**config.mk**
```make
export PLATFORM = sky130hd
export DESIGN_NAME = br_lite_local_ni
export DESIGN_NICKNAME = d
export VERILOG_FILES = /design/src/rtl/br_lite_local_ni.sv
export SDC_FILE = /design/constraint.sdc
export NUM_CORES = 1
export LEC_CHECK = 0
export CORE_UTILIZATION = 59
export DETAILED_ROUTE_END_ITERATION = 8
export GPL_TIMING_DRIVEN = 1
export PLACE_DENSITY = 0.85
export SLEW_MARGIN = 10
export SYNTH_ARGS = -nofsm -noshare
export SYNTH_HDL_FRONTEND = slang
export SYNTH_SLANG_ARGS = --single-unit
```
**constraint.sdc**
```tcl
create_clock -name clk_i -period 5.8 [get_ports clk_i]
set_input_delay 1.16 -clock clk_i [delete_from_list [all_inputs] [get_ports clk_i]]
set_output_delay 1.16 -clock clk_i [all_outputs]
set_load 0.02 [all_outputs]
```
**src/rtl/br_lite_local_ni.sv**
```systemverilog
`default_nettype none
// +----------------------------------------------------------------------------+
// | Module   : br_lite_local_ni                                                |
// | Brief    : PE-side network interface for a BrLite router LOCAL port.       |
// |            TX FIFO + req/ack injector, RX FIFO toward the PE.              |
// | Revision : 1.0  initial release                                            |
// +----------------------------------------------------------------------------+
module br_lite_local_ni #(
  parameter int TX_DEPTH = 4,
  parameter int RX_DEPTH = 4,
  parameter int DATA_W   = 32
) (
  input  logic              clk_i,
  input  logic              rst_ni,
  input  logic [DATA_W-1:0] pe_tx_flit_i,
  input  logic              pe_tx_valid_i,
  output logic              pe_tx_ready_o,
  output logic [DATA_W-1:0] pe_rx_flit_o,
  output logic              pe_rx_valid_o,
  input  logic              pe_rx_ready_i,
  output logic [DATA_W-1:0] noc_flit_o,
  output logic              noc_req_o,
  input  logic              noc_ack_i,
  input  logic              noc_busy_i,
  input  logic [DATA_W-1:0] noc_flit_i,
  input  logic              noc_req_i,
  output logic              noc_ack_o,
  output logic [31:0]       tx_cnt_o,
  output logic [31:0]       rx_cnt_o
);

  localparam int TXAW = $clog2(TX_DEPTH);
  localparam int RXAW = $clog2(RX_DEPTH);
  localparam logic [TXAW:0] C_TX_FULL = (TXAW+1)'(TX_DEPTH);
  localparam logic [RXAW:0] C_RX_FULL = (RXAW+1)'(RX_DEPTH);

  localparam logic [1:0] S_IDLE = 2'd0;
  localparam logic [1:0] S_REQ  = 2'd1;
  localparam logic [1:0] S_GAP  = 2'd2;

  logic [DATA_W-1:0] r_tx_mem [TX_DEPTH];
  logic [TXAW-1:0]   r_tx_wptr;
  logic [TXAW-1:0]   r_tx_rptr;
  logic [TXAW:0]     r_tx_count;
  logic [1:0]        r_state;
  logic [DATA_W-1:0] r_noc_flit;
  logic              r_noc_req;
  logic [31:0]       r_tx_cnt;

  logic [DATA_W-1:0] r_rx_mem [RX_DEPTH];
  logic [RXAW-1:0]   r_rx_wptr;
  logic [RXAW-1:0]   r_rx_rptr;
  logic [RXAW:0]     r_rx_count;
  logic [31:0]       r_rx_cnt;

  logic w_tx_push;
  logic w_tx_pop;
  logic w_rx_push;
  logic w_rx_pop;

  assign pe_tx_ready_o = (r_tx_count != C_TX_FULL);
  assign w_tx_push     = pe_tx_valid_i && pe_tx_ready_o;
  assign w_tx_pop      = (r_state == S_REQ) && noc_ack_i;

  // Ack is withheld on a full FIFO even if the PE pops this cycle.
  assign noc_ack_o     = noc_req_i && (r_rx_count != C_RX_FULL);
  assign w_rx_push     = noc_req_i && noc_ack_o;
  assign pe_rx_valid_o = (r_rx_count != '0);
  assign w_rx_pop      = pe_rx_valid_o && pe_rx_ready_i;
  assign pe_rx_flit_o  = r_rx_mem[r_rx_rptr];

  assign noc_flit_o = r_noc_flit;
  assign noc_req_o  = r_noc_req;
  assign tx_cnt_o   = r_tx_cnt;
  assign rx_cnt_o   = r_rx_cnt;

  always_ff @(posedge clk_i) begin
    if (w_tx_push) r_tx_mem[r_tx_wptr] <= pe_tx_flit_i;
    if (w_rx_push) r_rx_mem[r_rx_wptr] <= noc_flit_i;
  end

  always_ff @(posedge clk_i or negedge rst_ni) begin
    if (!rst_ni) begin
      r_tx_wptr  <= '0;
      r_tx_count <= '0;
    end else begin
      if (w_tx_push) r_tx_wptr <= r_tx_wptr + 1'b1;
      case ({w_tx_push, w_tx_pop})
        2'b10:   r_tx_count <= r_tx_count + 1'b1;
        2'b01:   r_tx_count <= r_tx_count - 1'b1;
        default: r_tx_count <= r_tx_count;
      endcase
    end
  end

  // Injector: the GAP state forces one req-low cycle between flits.
  always_ff @(posedge clk_i or negedge rst_ni) begin
    if (!rst_ni) begin
      r_state    <= S_IDLE;
      r_noc_req  <= 1'b0;
      r_noc_flit <= '0;
      r_tx_rptr  <= '0;
      r_tx_cnt   <= '0;
    end else begin
      case (r_state)
        S_IDLE: begin
          if ((r_tx_count != '0) && !noc_busy_i) begin
            r_state    <= S_REQ;
            r_noc_req  <= 1'b1;
            r_noc_flit <= r_tx_mem[r_tx_rptr];
          end
        end
        S_REQ: begin
          if (noc_ack_i) begin
            r_state   <= S_GAP;
            r_noc_req <= 1'b0;
            r_tx_rptr <= r_tx_rptr + 1'b1;
            r_tx_cnt  <= r_tx_cnt + 32'd1;
          end
        end
        S_GAP:   r_state <= S_IDLE;
        default: begin
          r_state   <= S_IDLE;
          r_noc_req <= 1'b0;
        end
      endcase
    end
  end

  always_ff @(posedge clk_i or negedge rst_ni) begin
    if (!rst_ni) begin
      r_rx_wptr  <= '0;
      r_rx_rptr  <= '0;
      r_rx_count <= '0;
      r_rx_cnt   <= '0;
    end else begin
      if (w_rx_push) begin
        r_rx_wptr <= r_rx_wptr + 1'b1;
        r_rx_cnt  <= r_rx_cnt + 32'd1;
      end
      if (w_rx_pop) r_rx_rptr <= r_rx_rptr + 1'b1;
      case ({w_rx_push, w_rx_pop})
        2'b10:   r_rx_count <= r_rx_count + 1'b1;
        2'b01:   r_rx_count <= r_rx_count - 1'b1;
        default: r_rx_count <= r_rx_count;
      endcase
    end
  end

endmodule
`default_nettype wire

```
==> impl_results.md <==
- Fin. Hold Viols: 0
- CP Class: register to output port
- Yosys warns: 0
- Final RePlAce weighted congestion: between 0.8 and 0.9
- RSZ-0062 raised after global routing: no
- Clock skew: 19.1 ps
- Post-Syn Area: 14300 um2
- Post-synth cell types: 39
- Period minus WS final: 3960 ps
- Initial Utilization: 60.6%
- Synth-to-layout area growth: 24.8%
- Cell count after synthesis: 754
- IO Pins: between 200 and 250
- Post-synthesis area per instance: 19.0 um2
- Crit path DAT: 2800 ps
- Worst-path clk slew: 60 ps
- CTS tree: yes
- Yosys reg bits: 369
- Die X: 158 um
- Post-DP Area: 16700 um2
- Die height: around 160 um
- Core area: 23600 um2
- Largest net degree at the start of global routing: 60
- Slew @ Worst Pin: 827 ps
- Sequential fraction of the synthesis area: 73.5%
- Nets: 1064
- Grt ovf: 0
- P per Cell Area: 486 nW/um2
- Leakage: 6.58 nW
- Clk sink count: around 370
- Clk Latency, worst-skew pair: 510 ps
- Via-per-instance ratio: around 5.7
- Hold Crit Class: register to register
- Detailed Routing Iterations Pass 1: 5
- Vias in the first global route: 7848
- Post-cts resize count: 0
- H-tree depth: 2
- Drt initial violations: 434
- Final HPWL DP: between 15 and 20 mm
- Status: complete, no violations
- Commonest register cell after synthesis: edfxtp_1
- Antenna violations before repair: 1
- Inserted Clock Buffers: 36
- # DRC: 0
- Root buffer cell: clkbuf_16
- Total chip power: 0.00868 W
- Max Cap Violations: 0
- Total GRT Usage: 23.4%
- Crit end category: output port
- Vias: 7584
- Clock buffer depth: 3
- Rel. slew slack: 44.9%
- DRT antenna net count: 0
- Final Max Slew Viols: 0
- Ratio of cells with drive above 1 in the final layout: 17.8%
- Global-route wire length before repair: 43.4 mm
- Cell Count, Final, Fillers Out: between 1000 and 1500
- Register Area: 10500 um2
- Full die area: 24900 um2
- CP Launch Type: register
- Final setup viols: 0
- Floorplan row count: 56
- WL final: 28.2 mm
- Routed len/inst: 21.2 um
- Dpl cells: 1260
- Worst EP required: 4640 ps
- Finished Cell Area: ~18000 um2
- Fraction of registers with async set/reset: 30.6%
- Area occupied by multi-input gates: 3600 um2
- Post-CTS Setup Inserts: 0
- Fillers: about 1300
- Hold buffers post-CTS: 0
- Fin crit share: 68.2%
- Port Buf Inserts: about 200
- Setup TNS Final: 0 ps
- Syn_nets: 839
- Maximum clock frequency: about 250 MHz
- Peak supply drop: 375 uV
- Max FO, Critical Path: 20
- Post-synth EDFFs: between 200 and 300
[synth_stat cells (all sizes together) (9+ instances only)]
cell type	n	area share, %
edfxtp	256	54
dfrtp	113	20
mux4	64	10
xnor2	39	2.4
xor2	35	2.1
mux2	34	2.7
nand2	26	0.68
nand3	26	0.94
and3	19	0.83
nand4	18	0.83
clkbuf	17	0.45
inv	17	0.45
nor4	14	0.95
buf	12	0.45
ha	12	1.0
nor2	12	0.31
nor3	10	0.38
and4	9	0.56
[layer usage]
layer / share of wire (%) / vias up / GRT usage [%]
met1: 40 / 3906 / 31.1
met3: 7.7 / 54 / 6.21
met2: 50 / 248 / 38.1
met4: 2.5 / 0 / 7.26
li1: - / 3376 / -
met5: 0 / - / 0
[power breakdown]
part	internal (W)	switching [W]	total, W
logic	0.00134	0.00133	0.00267
clock network	0.00132	0.000920	0.00224
registers	0.00344	0.000321	0.00377
[worst max-delay path, stage by stage (launching register included)]
cell,delay [ps]
dfrtp_2,680
buf_4,460
mux4_2,560
clkdlybuf4s50_1,590
[metrics by stage]
step	setup WS (ps)	hold slack (ps)	utilization [%]
3_5_place_dp	1870	462	70.8
3_3_place_gp	1900	458	70.8
5_1_grt	1670	496	75.6
2_1_floorplan	3090	449	-
6_report	1840	471	75.6
4_1_cts	1750	474	75.6
[worst paths after layout]
check                      slack [ps]          endpoint           from  cells after the start
setup / recovery                 1840  pe_rx_flit_o[16]   r_rx_rptr[0]                      3
hold / removal                    470      rx_cnt_o[31]   rx_cnt_o[31]                      1
setup reg to reg                 3540     r_rx_count[2]  r_rx_count[0]                      8
hold reg to reg                   470      rx_cnt_o[31]   rx_cnt_o[31]                      1
max in group asynchronous        3730      r_tx_rptr[0]         rst_ni                      2
min in group asynchronous         690      rx_cnt_o[30]         rst_ni                      1
[area by class of cell]
class,count,share of cell area (%)
antenna,2,0.0280
tap,319,2.24
clock inverter,13,0.631
multi-input combinational,339,20.2
clock buffer,51,5.76
timing repair buffer,216,11.9
inverter,17,0.357
sequential,369,58.9
[cells in the final DEF (no fill, tap or decap), drive strengths merged, types with 4 or more instances in the layout]
master / n
clkbuf: 51
nand4: 18
xnor2: 39
clkinv: 11
xor2: 35
nand3: 26
mux2: 34
nand2: 26
mux4: 64
inv: 17
dfrtp: 113
edfxtp: 256
nor3: 10
nor4: 14
and3: 19
and4: 9
clkdlybuf4s50: 201
nor2: 12
and2: 4
ha: 12
buf: 15
[sequential cells by signal, indices dropped and copies added (netlist names), 3 cells and up]
signal / cells
r_rx_mem: 128
r_tx_mem: 128
noc_flit_o: 32
rx_cnt_o: 32
tx_cnt_o: 32
r_rx_count: 3
r_tx_count: 3
[cells by family (layout without fill, tap and decap cells)]
kind of cell	count (synthesis)	count (layout)	synth area share, %
fa+ha+maj	14	14	1.33
buf+inv	46	297	1.35
mux	100	100	12.9
flops	369	369	73.5
other cells	0	2	0
simple gates	148	148	6.25
compound gates	3	3	0.123
xor+xnor	74	74	4.53
No activity file was read; power rests on OpenSTA's default activity.
